### src/rtl/clock_period_meter.sv
// Measures the period and high phase of a slow, asynchronous sig_in in CLOCK
// cycles, one measurement per start request, with a timeout on every edge wait.
module clock_period_meter #(
   parameter int WIDTH   = 16,
   parameter int TIMEOUT = 2**WIDTH - 1
) (
   input  logic             CLOCK,
   input  logic             RESET_N,
   input  logic             sig_in,
   input  logic             start,
   output logic             busy,
   output logic             valid,
   output logic             timeout,
   output logic [WIDTH-1:0] period,
   output logic [WIDTH-1:0] high_time
);

   typedef enum logic [1:0] {
      IDLE,
      ARM,
      MEASURE,
      DONE
   } state_t;

   localparam logic [WIDTH-1:0] TIMEOUT_COUNT = WIDTH'(TIMEOUT);
   localparam logic [WIDTH-1:0] MAX_COUNT     = '1;

   state_t           state;
   logic [WIDTH-1:0] counter;
   logic [WIDTH-1:0] high_time_int;
   logic             fall_seen;

   logic             sync_meta;
   logic             sync_out;
   logic             sync_dly;
   logic [1:0]       fill;
   logic             primed;
   logic             rise_det;
   logic             fall_det;

   // Detection stays masked until all three flops hold post-reset samples, so a
   // sig_in that is already high at reset release never looks like a rising edge.
   always_ff @(posedge CLOCK or negedge RESET_N) begin
      if (!RESET_N) begin
         sync_meta <= 1'b0;
         sync_out  <= 1'b0;
         sync_dly  <= 1'b0;
         fill      <= 2'd0;
      end else begin
         // NOTE: non-blocking assignments make every flop sample the previous
         // stage's old value, which is what turns this chain into a shift register.
         sync_meta <= sig_in;
         sync_out  <= sync_meta;
         sync_dly  <= sync_out;
         if (fill != 2'd3) fill <= fill + 2'd1;
      end
   end

   assign primed   = (fill == 2'd3);
   assign rise_det = primed &  sync_out & ~sync_dly;
   assign fall_det = primed & ~sync_out &  sync_dly;

   always_ff @(posedge CLOCK or negedge RESET_N) begin
      if (!RESET_N) begin
         state         <= IDLE;
         counter       <= '0;
         high_time_int <= '0;
         fall_seen     <= 1'b0;
         busy          <= 1'b0;
         valid         <= 1'b0;
         timeout       <= 1'b0;
         period        <= '0;
         high_time     <= '0;
      end else begin
         valid   <= 1'b0;
         timeout <= 1'b0;
         case (state)
            IDLE, DONE: begin
               // An edge coinciding with start is consumed here, never reused by ARM.
               if (start) begin
                  state   <= ARM;
                  counter <= '0;
                  busy    <= 1'b1;
               end
            end
            ARM: begin
               if (rise_det) begin
                  state     <= MEASURE;
                  counter   <= WIDTH'(1);
                  fall_seen <= 1'b0;
               end else if (counter == TIMEOUT_COUNT) begin
                  state   <= IDLE;
                  busy    <= 1'b0;
                  timeout <= 1'b1;
               end else begin
                  counter <= counter + WIDTH'(1);
               end
            end
            MEASURE: begin
               // The closing edge outranks a timeout reached in the same cycle.
               if (rise_det) begin
                  state     <= DONE;
                  busy      <= 1'b0;
                  valid     <= 1'b1;
                  period    <= counter;
                  high_time <= high_time_int;
               end else if (counter == TIMEOUT_COUNT) begin
                  state   <= IDLE;
                  busy    <= 1'b0;
                  timeout <= 1'b1;
               end else begin
                  if (counter != MAX_COUNT) counter <= counter + WIDTH'(1);
                  if (fall_det && !fall_seen) begin
                     high_time_int <= counter;
                     fall_seen     <= 1'b1;
                  end
               end
            end
            default: begin
               state <= IDLE;
               busy  <= 1'b0;
            end
         endcase
      end
   end

endmodule

### config.mk
export PLATFORM = sky130hd
export DESIGN_NAME = clock_period_meter
export DESIGN_NICKNAME = d
export VERILOG_FILES = /design/src/rtl/clock_period_meter.sv
export SDC_FILE = /design/constraint.sdc
export NUM_CORES = 1
export LEC_CHECK = 0
export ABC_CLOCK_PERIOD_IN_PS = 2500
export CORE_MARGIN = 1
export CORE_UTILIZATION = 46
export DETAILED_ROUTE_END_ITERATION = 10
export PLACE_DENSITY = 0.72
export SKIP_CTS_REPAIR_TIMING = 1
export SLEW_MARGIN = 30
export SYNTH_ARGS = -nofsm -noshare
export SYNTH_HDL_FRONTEND = slang
export SYNTH_SLANG_ARGS = --single-unit
### constraint.sdc
create_clock -name CLOCK -period 2.5 [get_ports CLOCK]
set_input_delay 0.5 -clock CLOCK [delete_from_list [all_inputs] [get_ports CLOCK]]
set_output_delay 0.5 -clock CLOCK [all_outputs]
set_load 0.01 [all_outputs]
## Yosys cells after proc, flatten, opt, wreduce, memory -nomap -nowiden

Cells that the tools add are included.

| storage, ports and cells | value |
|---|---|
| logic and storage cells | 76 |
| input port bits | 4 |
| output and inout bits | 35 |
| register bits | 75 |

| cells by class | value |
|---|---|
| bitwise operators | 8 |
| equality and inequality tests | 15 |
| mux-type cells | 27 |
| add/subtract/negate cells | 2 |
| reductions and logical operators | 11 |

Operator list:

| kind | count |
|---|---|
| $mux W16 | 6 |
| $pmux W16 S3 | 1 |
| $add A16 B1 Y16 const B | 1 |
| $eq A16 B16 Y1 const B | 1 |
| $ne A16 B16 Y1 const B | 1 |
| $ne A2 B2 Y1 const B | 8 |
| $mux W1 | 13 |
| $reduce_and A5 Y1 | 2 |
| $mux W2 | 4 |
| $eq A2 B2 Y1 const B | 3 |
| $pmux W2 S3 | 1 |
| $and A1 B1 Y1 | 4 |
| $not A1 Y1 | 4 |
| $reduce_and A2 Y1 | 2 |
| $reduce_and A4 Y1 | 1 |
| $reduce_or A2 Y1 | 2 |
| $ne A3 B3 Y1 const B | 1 |
| $pmux W1 S3 | 1 |
| $add A2 B1 Y2 const B | 1 |
| $eq A2 B1 Y1 const B | 1 |
| $logic_not A2 Y1 | 1 |
| $pmux W1 S2 | 1 |
| $reduce_bool A2 Y1 | 1 |
| $logic_and A1 B1 Y1 | 1 |
| $logic_not A1 Y1 | 1 |

## Longest topological paths before layout

| depth | value |
|---|---|
| depth after elaboration | 8 |
| gate-level depth with buffers | 8 |
| mapped depth without buffers | 6 |

## Least setup slack after synthesis

OpenSTA, ideal clock, no wires.

| timing path | value |
|---|---|
| path type | register to register |
| start | reg fill[0] |
| end | reg high_time[0] |
| arrival time | 1.797 ns |
| period minus slack after synthesis | 1.922 ns |
| stages on the path, launching flop included | 8 |
| buffers on the path | 3 |
| slack | 0.578 ns |
| cells stage by stage | dfrtp_1 > ha_1 > and3b_1 > clkbuf_1 > nand2_1 > buf_2 > buf_2 > mux2_2 |

| between the ends | value |
|---|---|
| cells in the longest elaborated chain, start to end | 4 |

RTL lines:

| element | RTL line | source |
|---|---|---|
| from (decl) | 36 | `logic [1:0] fill;` |
| from (signal assigned) | 55 | `if (fill != 2'd3) fill <= fill + 2'd1;` |
| $eq A2 B2 Y1 | 59 | `assign primed = (fill == 2'd3);` |
| $and A1 B1 Y1 (2 in series) | 60 | `assign rise_det = primed & sync_out & ~sync_dly;` |
| $reduce_and A2 Y1 (no source line) | n/a |  |
| to (signal assigned) | 106 | `high_time <= high_time_int;` |
| to (decl) | 15 | `output logic [WIDTH-1:0] high_time` |

No other way between the ends.
A chain may end at the register's enable or synchronous reset.

## Worst setup path in the final report

| timing path | value |
|---|---|
| start | reg state[0] |
| end | reg counter[14] |

| between the ends | value |
|---|---|
| cells in the longest elaborated chain, start to end | 4 |
| elaborated cells on any way between the ends | 12 |
| classes of those cells | 8 x eq/ne; 1 x mux; 3 x reduce/logical |

RTL lines:

| element | RTL line | source |
|---|---|---|
| from (decl) | 28 | `state_t state;` |
| from (signal assigned) | 65 | `state <= IDLE;` |
| from (signal assigned) | 81 | `state <= ARM;` |
| from (signal assigned) | 88 | `state <= MEASURE;` |
| $eq A2 B2 Y1 / $logic_not A2 Y1 (equally long branches) | 77 | `case (state)` |
| $reduce_or A2 Y1 | 77 |  |
| $ne A2 B2 Y1 (no source line) | n/a |  |
| $reduce_and A5 Y1 (no source line) | n/a |  |
| to (signal assigned) | 96 | `counter <= counter + WIDTH'(1);` |
| to (signal assigned) | 112 | `if (counter != MAX_COUNT) counter <= counter + WIDTH'(1);` |
| to (decl) | 29 | `logic [WIDTH-1:0] counter;` |

Parallel ways exist; a longest one is shown, timed or not.

==> impl_metrics.py <==
metrics = {
    "grt": {
        "met2_usage_pct": 30.30,
        "grt_use_met1_pct": 24.69,
        "grt.total_usage_pct": 18.80,
        "grt.met3_usage_pct": 5.905,
        "overflow": 0,
        "grt_pass1_wl_mm": 10.77,
        "antenna_found_initial": 0,
        "grt_busiest_layer": "met2",
        "grt_max_degree": 41,
        "grt_pass1_vias": 2222,
    },
    "placement": {
        "dp_hpwl_mm": 4.223,
        "routabilityCongestion": 0.8525,
        "dp_worst_setup_slack_ps": 183.4,
        "io_buffers": 38,
    },
    "routing": {
        "firstDrtPassIters": 4,
        "post-route-drc-count": 0,
        "ant_nets": 0,
        "wl_per_cell_um": 15.62,
        "drt_iter0_drc": 136,
        "drt-total-wl_mm": 6.328,
        "vias": 2245,
        "detail_route.vias_per_cell": 5.543,
    },
    "sta": {
        "rsz0062_at_grt": "no",
        "period_share_pct": 82.42,
        "finalSetupTns_ps": 0,
        "slew_headroom_pct": 59.46,
        "hold_violations": 0,
        "worstMarginPinSlew_ps": 606.7,
        "layout_setup_ws_ps": 439.5,
        "fin_crit_ps": 2061,
        "setup_viol": 0,
        "slew_violations": 0,
        "fmax_ghz": 0.4853,
        "fin_skew_ps": 9.025,
    },
    "min_path": {
        "hold_class": "in2async",
    },
    "cts": {
        "cts.sinks": 75,
        "cts_tree": "done",
        "clock_path_buffers": 2,
        "clk_pin_slew_ps": 80,
        "htreeDepth": 3,
        "numCtsBuffers": 9,
        "root_buffer": "clkbuf_8",
        "insertion_delay_ps": 350,
    },
    "outcome": {
        "status": "finished, final reports clean",
    },
    "floorplanning": {
        "io_pins": 39,
        "dieWidth_um": 86.60,
        "core_um2": 6869,
        "initial_core_util_pct": 47.92,
        "fp.dieH_um": 86.60,
        "dieArea_um2": 7499,
        "num_rows": 30,
    },
    "setup_path": {
        "worstPathCellList": "inv_1, ha_1, buf_4, o21bai_1, nor2_1, buf_4, a41oi_1, a31oi_1",
        "critPathKind": "reg2reg",
        "cp-end-kind": "flip-flop",
        "cp_slowest_stage_delay_ps": 430,
        "r2r_slack_ps": 440,
        "cp_common_cell": "buf_4",
        "worstPathRequired_ps": 2720,
        "worstRegToRegCells": 8,
        "start_kind": "flip-flop",
        "rr_startpoint": "state[0]",
        "cp.arrival_ps": 2280,
        "r2r_end": "counter[14]",
        "crit_slowest_cell": "o21bai_1",
        "worst-path-buf-inv": 3,
        "crit_path_max_fanout": 10,
        "cp_top_family": "compound AO/OA/AOI/OAI gates",
    },
    "synth": {
        "synth_top_area_share_pct": 57.01,
        "synth_edf_count": 0,
        "synth_ff_type": "dfrtp_1",
        "synth_fp_nets": 266,
        "yosys_warnings": 0,
        "synth_area_leader_cell": "dfrtp_1",
        "ys_seq_area_share_pct": 57.01,
        "syn_area_per_cell_um2": 12.76,
        "synth-compound-area-share_pct": 9.806,
        "synthTopCellsByCount": "dfrtp_1 (75), mux2_2 (36), a31oi_1 (19)",
        "synthAdderAreaFrac_pct": 1.520,
        "syn_area_um2": 3292,
        "synth_xor_area_share_pct": 0.2661,
        "synthMuxAreaShare_pct": 16.27,
        "synthArstFlopShare_pct": 100.0,
        "synthCells": 258,
        "synthSimpleGateAreaFrac_pct": 11.36,
        "synth_top_family_by_area": "multiplexers",
        "yosysMostFrequentCell": "dfrtp_1",
        "yosys-top-cells-area": "dfrtp_1 (57%), mux2_2 (12%), mux2_4 (3.6%)",
        "yosysUniqueCellTypes": 47,
        "ys_ff_latch": 75,
    },
    "finish": {
        "n_fill_cell": 590,
        "nNetsFinal": 312,
        "syn2layout_area_growth_pct": 20.71,
        "diodes": 0,
        "drive_above_1_share_pct": 25.57,
    },
    "power": {
        "leakage_nw": 1.828,
        "powerDensity_nw_per_um2": 861.6,
        "ir_drop_mv": 0.5319,
    },
    "flow_run": {
        "drv_cap": 0,
    },
}
## where the power goes
part           total (mW)  switching [mW]  internal (mW)
combinational       0.976           0.477          0.500
sequential           1.64           0.196           1.45
clock               0.803           0.443          0.360
total                3.42            1.12           2.31
## stage by stage
step                      util, %  std cells  hold slack [ps]  instance area (um^2)  power [mW]
after CTS                   57.78        405            104.9                  3969       3.459
after global routing        57.85        405            112.7                  3974       3.642
after floorplan                 -        258            204.4                  3292       2.199
after global placement      55.30        389            332.4                  3799       2.616
after detailed placement    55.30        389            337.3                  3799       2.644
final                       57.85        405            91.84                  3974       3.424
## area by class of cell
type                       count  area (um^2)  share of cell area (%)
clock inverter                 6        42.54                   1.071
clock buffer                  10        127.6                   3.212
timing repair buffer          49        473.0                   11.90
sequential                    75         1877                   47.23
multi-input combinational    159         1296                   32.62
tap                           96        120.1                   3.023
inverter                      10        37.54                  0.9446
## cell usage in the layout (no fill, tap or decap), types with 2 or more instances in the layout
cell	netlist	routed
mux2_4	8	8
nand2_1	16	16
nor2_1	5	5
clkinvlp_4	0	2
ha_1	4	4
o21ai_0	11	11
a21oi_1	6	6
clkbuf_8	0	9
nor3_1	2	2
clkinv_2	0	2
inv_1	10	10
and3_1	4	4
nand2b_1	5	5
nor4_1	2	2
clkinv_4	0	2
clkdlybuf4s50_1	0	37
dfrtp_1	75	75
and4_1	2	2
nand3_1	4	4
or3_1	2	2
a41oi_1	3	3
mux2_2	36	36
nor4bb_1	2	2
nand4_2	2	2
nand4_1	6	6
buf_4	0	11
a31oi_1	19	19
## flip-flops by register name (all words and copies together) (netlist names)
name and flops:
fall_seen 1, sync_out 1, state 2, high_time 16, busy 1, sync_meta 1
counter 16, timeout 1, high_time_int 16, valid 1, fill 2, period 16
sync_dly 1
## worst register-to-register path, cell delays in order, from the launching register on
cell and delay (ps):
dfrtp_1 390, inv_1 70, ha_1 210, buf_4 160
o21bai_1 430, nor2_1 180, buf_4 220, a41oi_1 230
a31oi_1 60
## metal layers
metal | routed length [um] | up-vias
met4 | 63 | 0
met3 | 280 | 6
li1 | - | 1049
met1 | 2899 | 1135
met5 | 0 | -
met2 | 3084 | 55
## cell families after synthesis
family                   Yosys count
flip-flops                        75
AND/OR/NAND/NOR                   60
adder cells (fa/ha/maj)            4
AO/OA/AOI/OAI                     49
buffers and inverters             24
multiplexers                      45
XOR/XNOR                           1
## worst max path at each step
stage	cells past startpoint	start	endpoint
final	8	state[0]	counter[14]
after global routing	8	state[0]	counter[14]
after CTS	6	state[0]	high_time_int[1]
after detailed placement	6	state[0]	high_time_int[1]
after global placement	6	state[0]	high_time_int[1]
after floorplan	7	fill[0]	high_time[0]
No activity file was read; power rests on OpenSTA's default activity.
